`config.mk`:
```
export PLATFORM = sky130hd
export DESIGN_NAME = pll_reset_ctrl
export DESIGN_NICKNAME = d
export VERILOG_FILES = /design/src/rtl/pll_ctrl_pkg.sv /design/src/rtl/pll_reset_ctrl_sync_2ff.sv /design/src/rtl/pll_reset_ctrl.sv
export SDC_FILE = /design/constraint.sdc
export NUM_CORES = 1
export LEC_CHECK = 0
export BUFFER_PORTS_ARGS = -buffer_cell sky130_fd_sc_hd__clkbuf_2
export CORE_MARGIN = 2
export CORE_UTILIZATION = 35
export CTS_CLUSTER_SIZE = 24
export DETAILED_ROUTE_END_ITERATION = 6
export HOLD_SLACK_MARGIN = 0.08
export PLACE_DENSITY = 0.53
export SLEW_MARGIN = 20
export SYNTH_ARGS = -nofsm -noshare
export SYNTH_HDL_FRONTEND = slang
export SYNTH_HIERARCHICAL = 1
export SYNTH_SLANG_ARGS = --single-unit
```
`constraint.sdc`:
```
create_clock -name REFERENCECLK -period 2.45 [get_ports REFERENCECLK]
set_input_delay 0.735 -clock REFERENCECLK [delete_from_list [all_inputs] [get_ports REFERENCECLK]]
set_output_delay 0.735 -clock REFERENCECLK [all_outputs]
set_load 0.02 [all_outputs]
```
`src/rtl/pll_ctrl_pkg.sv`:
```
// Shared types and default timing for the PLL reset controller.
// State encoding, output bundle and default cycle counts live here.
package pll_ctrl_pkg;

  typedef enum logic [2:0] {
    ST_HOLD      = 3'd0,
    ST_WAIT_LOCK = 3'd1,
    ST_STABLE    = 3'd2,
    ST_RUN       = 3'd3,
    ST_FAIL      = 3'd4
  } pll_state_e;

  localparam int DEF_HOLD_CYCLES    = 16;
  localparam int DEF_STABLE_CYCLES  = 256;
  localparam int DEF_TIMEOUT_CYCLES = 4096;
  localparam int DEF_MAX_RETRIES    = 3;
  localparam int RETRY_W            = 3;

  typedef struct packed {
    logic pll_resetb;
    logic pll_bypass;
    logic sys_resetn;
    logic locked;
    logic fail;
  } pll_outs_t;

  // Output levels for a given state; bypass_en selects the reference-clock fallback in FAIL.
  function automatic pll_outs_t state_outs(input pll_state_e s, input logic bypass_en);
    pll_outs_t o;
    o = '0;
    case (s)
      ST_HOLD: begin
        o.pll_resetb = 1'b0;
      end
      ST_WAIT_LOCK, ST_STABLE: begin
        o.pll_resetb = 1'b1;
      end
      ST_RUN: begin
        o.pll_resetb = 1'b1;
        o.sys_resetn = 1'b1;
        o.locked     = 1'b1;
      end
      ST_FAIL: begin
        o.pll_resetb = 1'b0;
        o.fail       = 1'b1;
        o.pll_bypass = bypass_en;
        o.sys_resetn = bypass_en;
      end
      default: begin
        o = '0;
      end
    endcase
    return o;
  endfunction

endpackage

```
`src/rtl/pll_reset_ctrl_sync_2ff.sv`:
```
// Two-flop synchronizer bringing the raw PLL lock into the reference clock domain.
module sync_2ff (
  input  logic clk,
  input  logic rst_n,
  input  logic d,
  output logic q
);

  logic meta;

  always_ff @(posedge clk or negedge rst_n) begin
    if (!rst_n) begin
      meta <= 1'b0;
      q    <= 1'b0;
    end else begin
      meta <= d;
      q    <= meta;
    end
  end

endmodule

```
`src/rtl/pll_reset_ctrl.sv`:
```
// PLL reset sequencer: hold, wait for lock, qualify lock, run, give up after retries.
// Optional macro PLL_BYPASS_FALLBACK_EN runs downstream logic on the reference clock in FAIL.
module pll_reset_ctrl
  import pll_ctrl_pkg::*;
#(
  parameter int HOLD_CYCLES    = DEF_HOLD_CYCLES,
  parameter int STABLE_CYCLES  = DEF_STABLE_CYCLES,
  parameter int TIMEOUT_CYCLES = DEF_TIMEOUT_CYCLES,
  parameter int MAX_RETRIES    = DEF_MAX_RETRIES
) (
  input  logic               REFERENCECLK,
  input  logic               RESET,
  input  logic               PLL_LOCK,
  input  logic               RESTART,
  output logic               PLL_RESETB,
  output logic               PLL_BYPASS,
  output logic               SYS_RESETN,
  output logic               LOCKED,
  output logic               FAIL,
  output logic [RETRY_W-1:0] RETRY_CNT,
  output pll_state_e         STATE_DBG
);

`ifdef PLL_BYPASS_FALLBACK_EN
  localparam logic BYPASS_EN = 1'b1;
`else
  localparam logic BYPASS_EN = 1'b0;
`endif

  localparam int HW = $clog2(HOLD_CYCLES);
  localparam int SW = $clog2(STABLE_CYCLES);
  localparam int TW = $clog2(TIMEOUT_CYCLES);

  localparam logic [HW-1:0]      HOLD_LAST   = HW'(HOLD_CYCLES - 1);
  localparam logic [SW-1:0]      STABLE_LAST = SW'(STABLE_CYCLES - 1);
  localparam logic [SW-1:0]      STABLE_ONE  = SW'(1);
  localparam logic [TW-1:0]      TO_LAST     = TW'(TIMEOUT_CYCLES - 1);
  localparam logic [RETRY_W-1:0] RETRY_MAX   = RETRY_W'(MAX_RETRIES);
  localparam logic [RETRY_W-1:0] RETRY_SAT   = {RETRY_W{1'b1}};

  logic                lock_s;
  pll_state_e          state;
  pll_outs_t           outs;
  logic [HW-1:0]       hold_cnt;
  logic [SW-1:0]       stable_cnt;
  logic [TW-1:0]       to_cnt;
  logic [RETRY_W-1:0]  retry;
  logic [RETRY_W-1:0]  retry_inc;

  sync_2ff u_sync (
    .clk   (REFERENCECLK),
    .rst_n (RESET),
    .d     (PLL_LOCK),
    .q     (lock_s)
  );

  assign retry_inc = (retry == RETRY_SAT) ? retry : retry + 1'b1;

  // RESTART is a one-cycle request sampled on the clock edge; it has no
  // acknowledge and overrides every other transition in the cycle it is seen.
  // Outputs are loaded together with the state so they never decode glitches.
  always_ff @(posedge REFERENCECLK or negedge RESET) begin
    if (!RESET) begin
      state      <= ST_HOLD;
      outs       <= '0;
      hold_cnt   <= '0;
      stable_cnt <= '0;
      to_cnt     <= '0;
      retry      <= '0;
    end else if (RESTART) begin
      state      <= ST_HOLD;
      outs       <= state_outs(ST_HOLD, BYPASS_EN);
      hold_cnt   <= '0;
      stable_cnt <= '0;
      to_cnt     <= '0;
      retry      <= '0;
    end else begin
      case (state)
        ST_HOLD: begin
          if (hold_cnt == HOLD_LAST) begin
            state    <= ST_WAIT_LOCK;
            outs     <= state_outs(ST_WAIT_LOCK, BYPASS_EN);
            hold_cnt <= '0;
            to_cnt   <= '0;
          end else begin
            hold_cnt <= hold_cnt + 1'b1;
          end
        end

        ST_WAIT_LOCK: begin
          if (lock_s) begin
            // The lock sample seen here is the first of the qualifying run.
            state      <= ST_STABLE;
            outs       <= state_outs(ST_STABLE, BYPASS_EN);
            stable_cnt <= STABLE_ONE;
          end else if (to_cnt == TO_LAST) begin
            to_cnt <= '0;
            retry  <= retry_inc;
            if (retry_inc == RETRY_MAX) begin
              state <= ST_FAIL;
              outs  <= state_outs(ST_FAIL, BYPASS_EN);
            end else begin
              state <= ST_HOLD;
              outs  <= state_outs(ST_HOLD, BYPASS_EN);
            end
          end else begin
            to_cnt <= to_cnt + 1'b1;
          end
        end

        ST_STABLE: begin
          if (!lock_s) begin
            // Timeout budget of this attempt keeps what was already spent.
            state      <= ST_WAIT_LOCK;
            outs       <= state_outs(ST_WAIT_LOCK, BYPASS_EN);
            stable_cnt <= '0;
          end else if (stable_cnt == STABLE_LAST) begin
            state      <= ST_RUN;
            outs       <= state_outs(ST_RUN, BYPASS_EN);
            stable_cnt <= '0;
            retry      <= '0;
          end else begin
            stable_cnt <= stable_cnt + 1'b1;
          end
        end

        ST_RUN: begin
          if (!lock_s) begin
            state    <= ST_HOLD;
            outs     <= state_outs(ST_HOLD, BYPASS_EN);
            hold_cnt <= '0;
          end
        end

        ST_FAIL: begin
          state <= ST_FAIL;
          outs  <= state_outs(ST_FAIL, BYPASS_EN);
        end

        default: begin
          state      <= ST_HOLD;
          outs       <= state_outs(ST_HOLD, BYPASS_EN);
          hold_cnt   <= '0;
          stable_cnt <= '0;
          to_cnt     <= '0;
        end
      endcase
    end
  end

  assign PLL_RESETB = outs.pll_resetb;
  assign PLL_BYPASS = outs.pll_bypass;
  assign SYS_RESETN = outs.sys_resetn;
  assign LOCKED     = outs.locked;
  assign FAIL       = outs.fail;
  assign RETRY_CNT  = retry;
  assign STATE_DBG  = state;

endmodule

```
==> impl_metrics.csv <==
group,metric,value,unit
cts,cts_tree,"yes",
synthesis,synth_cell_types,46,
synthesis,synth.top_cell.area_share,45.3,%
cts,cts_htree_levels,2,
die,boundaryPins,15,
setup_path,path_cells,"clkbuf_2, or4b_4, or2_4, or2_4, nand4_4, mux2_1",
placed_design,dpl.hpwl,2950,um
route,route.vias.total,1563,
setup_path,crit_required,2630,ps
sta,fmax,475,MHz
route,wirelength,4050,um
synthesis,async_flop_share,100,%
route,drcViolationCount,0,
setup_path,crit_path_top_delay_cell,"or4b_4",
final_layout,antennaDiodeCount,0,
sta,grt_setup_unrepaired,"no",
outcome,status,"complete, no violations",
cts,clkLatencyLatePin,290,ps
die,fp.dieH,77.3,um
setup_path,max_stage_delay,530,ps
setup_path,critPathCaptureType,"flip-flop",
synthesis,synth-seq-cells,34,
sta,final_max_slew_viol_count,0,
cts,numClockSinks,34,
hold_path,hold_path_class,"flip-flop to flip-flop",
cts,cts_root_buf,"clkbuf_8",
cts,holdBufCountCts,0,
setup_path,cp-endpoint,"SYS_RESETN",
synthesis,ys_warn_count,6,
die,dieArea,5970,sq um
setup_path,crit_type,"input port to flip-flop",
route,viasPerCell,5.23,
setup_path,crit_start,"RESTART",
global_route,grt_max_degree,19,
setup_path,cpMostUsedCell,"or2_4",
setup_path,cp.depth,6,
die,placementRows,26,
setup_path,reg2reg_to,"FAIL",
sta,fin_crit_sh,86.0,%
setup_path,ff2ff_setup_slack,410,ps
setup_path,crit_arrival,2290,ps
cts,clkTransAtPathRegs,70,ps
cts,cts_max_path_buffers,2,
synthesis,syn_area,1880,sq um
cts,postCtsSetupBuffers,0,
sta,fin_worst_skew,4.55,ps
global_route,track_usage,15.0,%
cts,numCtsBuffers,5,
sta,hold_violations,0,
global_route,grt_pass1_wl,7060,um
placed_design,portBuffers,13,
final_layout,drive_above_1_share,18.8,%
placed_design,gp_congestion,0.749,
synthesis,synth_nets,212,
synthesis,synth_edf_count,0,
die,start_util,36.6,%
global_route,grt-ovfl-total,0,
cts,post_cts_resize_count,0,
synthesis,synth_ff_type,"dfrtp_1",
sta,fin_tns_setup,0,ps
hold_path,whs_path_depth,0,
final_layout,area_growth,17.4,%
setup_path,ff2ff_path_depth,7,
route,final_antenna_net_count,0,
sta,setup_viol,0,
die,core_area,5140,sq um
route,post_drt_wl_per_cell,13.5,um
global_route,grt_pass1_vias,1453,
route,dr.pass1.iters,4,
power,power.density,851,nW/um^2
setup_path,reg2reg_from,"to_cnt[0]",
sta,layout_min_cycle_time,2110,ps
die,die_x,77.3,um
power,irDropWorstVdd,0.487,mV
synthesis,synthCells,204,
setup_path,critical_path_buf_inv_count,1,
synthesis,yosysTopAreaCell,"dfrtp_1",
route,drtIter0Drc,45,
setup_path,worstSetupStartpointType,"input port",
final_layout,final_util,42.9,%
final_layout,nets,236,
synthesis,netlist_top_cells_area,"dfrtp_1 45%, o21ai_0 8.0%, nor2_1 3.8%, a21oi_1 3.5%, nand2_1 3.4%",
flow_run,cap_violations,0,
setup_path,critPathTopFamily,"simple AND/OR/NAND/NOR gates",
setup_path,cp_max_fo,3,
synthesis,seq_area_frac_synth,45.3,%
global_route,antenna_found_initial,0,
synthesis,avgSynthCellArea,9.21,sq um
power,static-leakage-power,1.00,nW
-- report_power, final --
part           leakage (nW)  total [W]  internal (W)  switching (W)
Combinational         0.482   0.000681      0.000279       0.000402
Clock                0.0575   0.000488      0.000284       0.000204
Sequential            0.462   0.000709      0.000636      0.0000731
-- per-stage QoR --
step | hold WS, ps | setup WS, ps | instance area, sq um | cells | power (W)
3_3_place_gp | 333 | 44.9 | 2100 | 291 | 0.00140
6_report | 350 | 343 | 2210 | 299 | 0.00188
3_5_place_dp | 337 | 24.3 | 2100 | 291 | 0.00141
4_1_cts | 354 | 335 | 2210 | 299 | 0.00191
2_1_floorplan | 331 | 103 | 1880 | 204 | 0.00117
5_1_grt | 360 | 238 | 2210 | 299 | 0.00202
-- state kept, by name, summed over array words and instances (netlist names) --
signal,count
RETRY_CNT,3
stable_cnt,8
u_sync/meta,1
STATE_DBG,2
to_cnt,12
PLL_RESETB,1
SYS_RESETN,1
hold_cnt,4
FAIL,1
u_sync/q,1
-- cell usage after synthesis, types with 3 or more instances --
master     n
dfrtp_1   34
o21ai_0   30
nor2_1    19
nand2_1   17
a21oi_1   13
nand3_1    8
clkbuf_1   6
nand4_1    5
a31oi_1    4
and3_1     4
ha_1       4
nor2b_1    4
nor3_1     4
or3_1      4
a22o_1     3
buf_4      3
inv_1      3
nor4_1     3
-- cell type report --
class / count / area, sq um
fillers: 556 / 2930
multi-input cells: 158 / 972
flip-flops and latches: 34 / 851
repair buffers: 26 / 175
clock buffers: 8 / 110
well taps: 70 / 87.6
inverters: 3 / 11.3
-- how the worst min path moves through the flow --
stage / endpoint / from
floorplan: u_sync/q / u_sync/meta
CTS: u_sync/q / u_sync/meta
global placement: u_sync/q / u_sync/meta
finish: u_sync/q / u_sync/meta
detailed placement: u_sync/q / u_sync/meta
global route: u_sync/q / u_sync/meta
-- cell families after synthesis --
family | after synthesis | share of synthesized area, %
buf+inv | 12 | 3.00
fa+ha+maj | 4 | 2.66
simple gates | 82 | 24.8
compound gates | 64 | 20.2
other cells | 1 | 0.200
xor+xnor | 2 | 0.932
flops | 34 | 45.3
mux | 5 | 2.86
-- per-layer routing --
| layer | share of wire (%) | GRT usage [%] | vias to the layer above |
|---|---|---|---|
| met3 | 2.5 | 3.88 | 7 |
| li1 | - | - | 802 |
| met5 | 0 | 0 | - |
| met4 | 1.8 | 6.43 | 0 |
| met2 | 45 | 21.1 | 13 |
| met1 | 51 | 21.6 | 741 |
-- cells in the final DEF (no fill, tap or decap), types with 2 or more instances in the layout --
master    instances
xnor2_1           2
a21o_1            2
nor4_1            3
a21oi_1          13
mux2_1            2
dfrtp_1          34
o21ai_0          30
o31ai_1           2
nor3_1            4
or3_1             4
or2_2             2
nand4_1           5
a22o_1            3
a211oi_1          2
clkbuf_2         13
nor2_1           19
a31oi_1           4
nand3_1           8
nor2b_1           4
ha_1              4
clkbuf_8          8
buf_4            12
mux2i_1           2
inv_1             3
nand2_1          17
or2_4             2
and3_1            4
(Power assumes the default switching activity.)
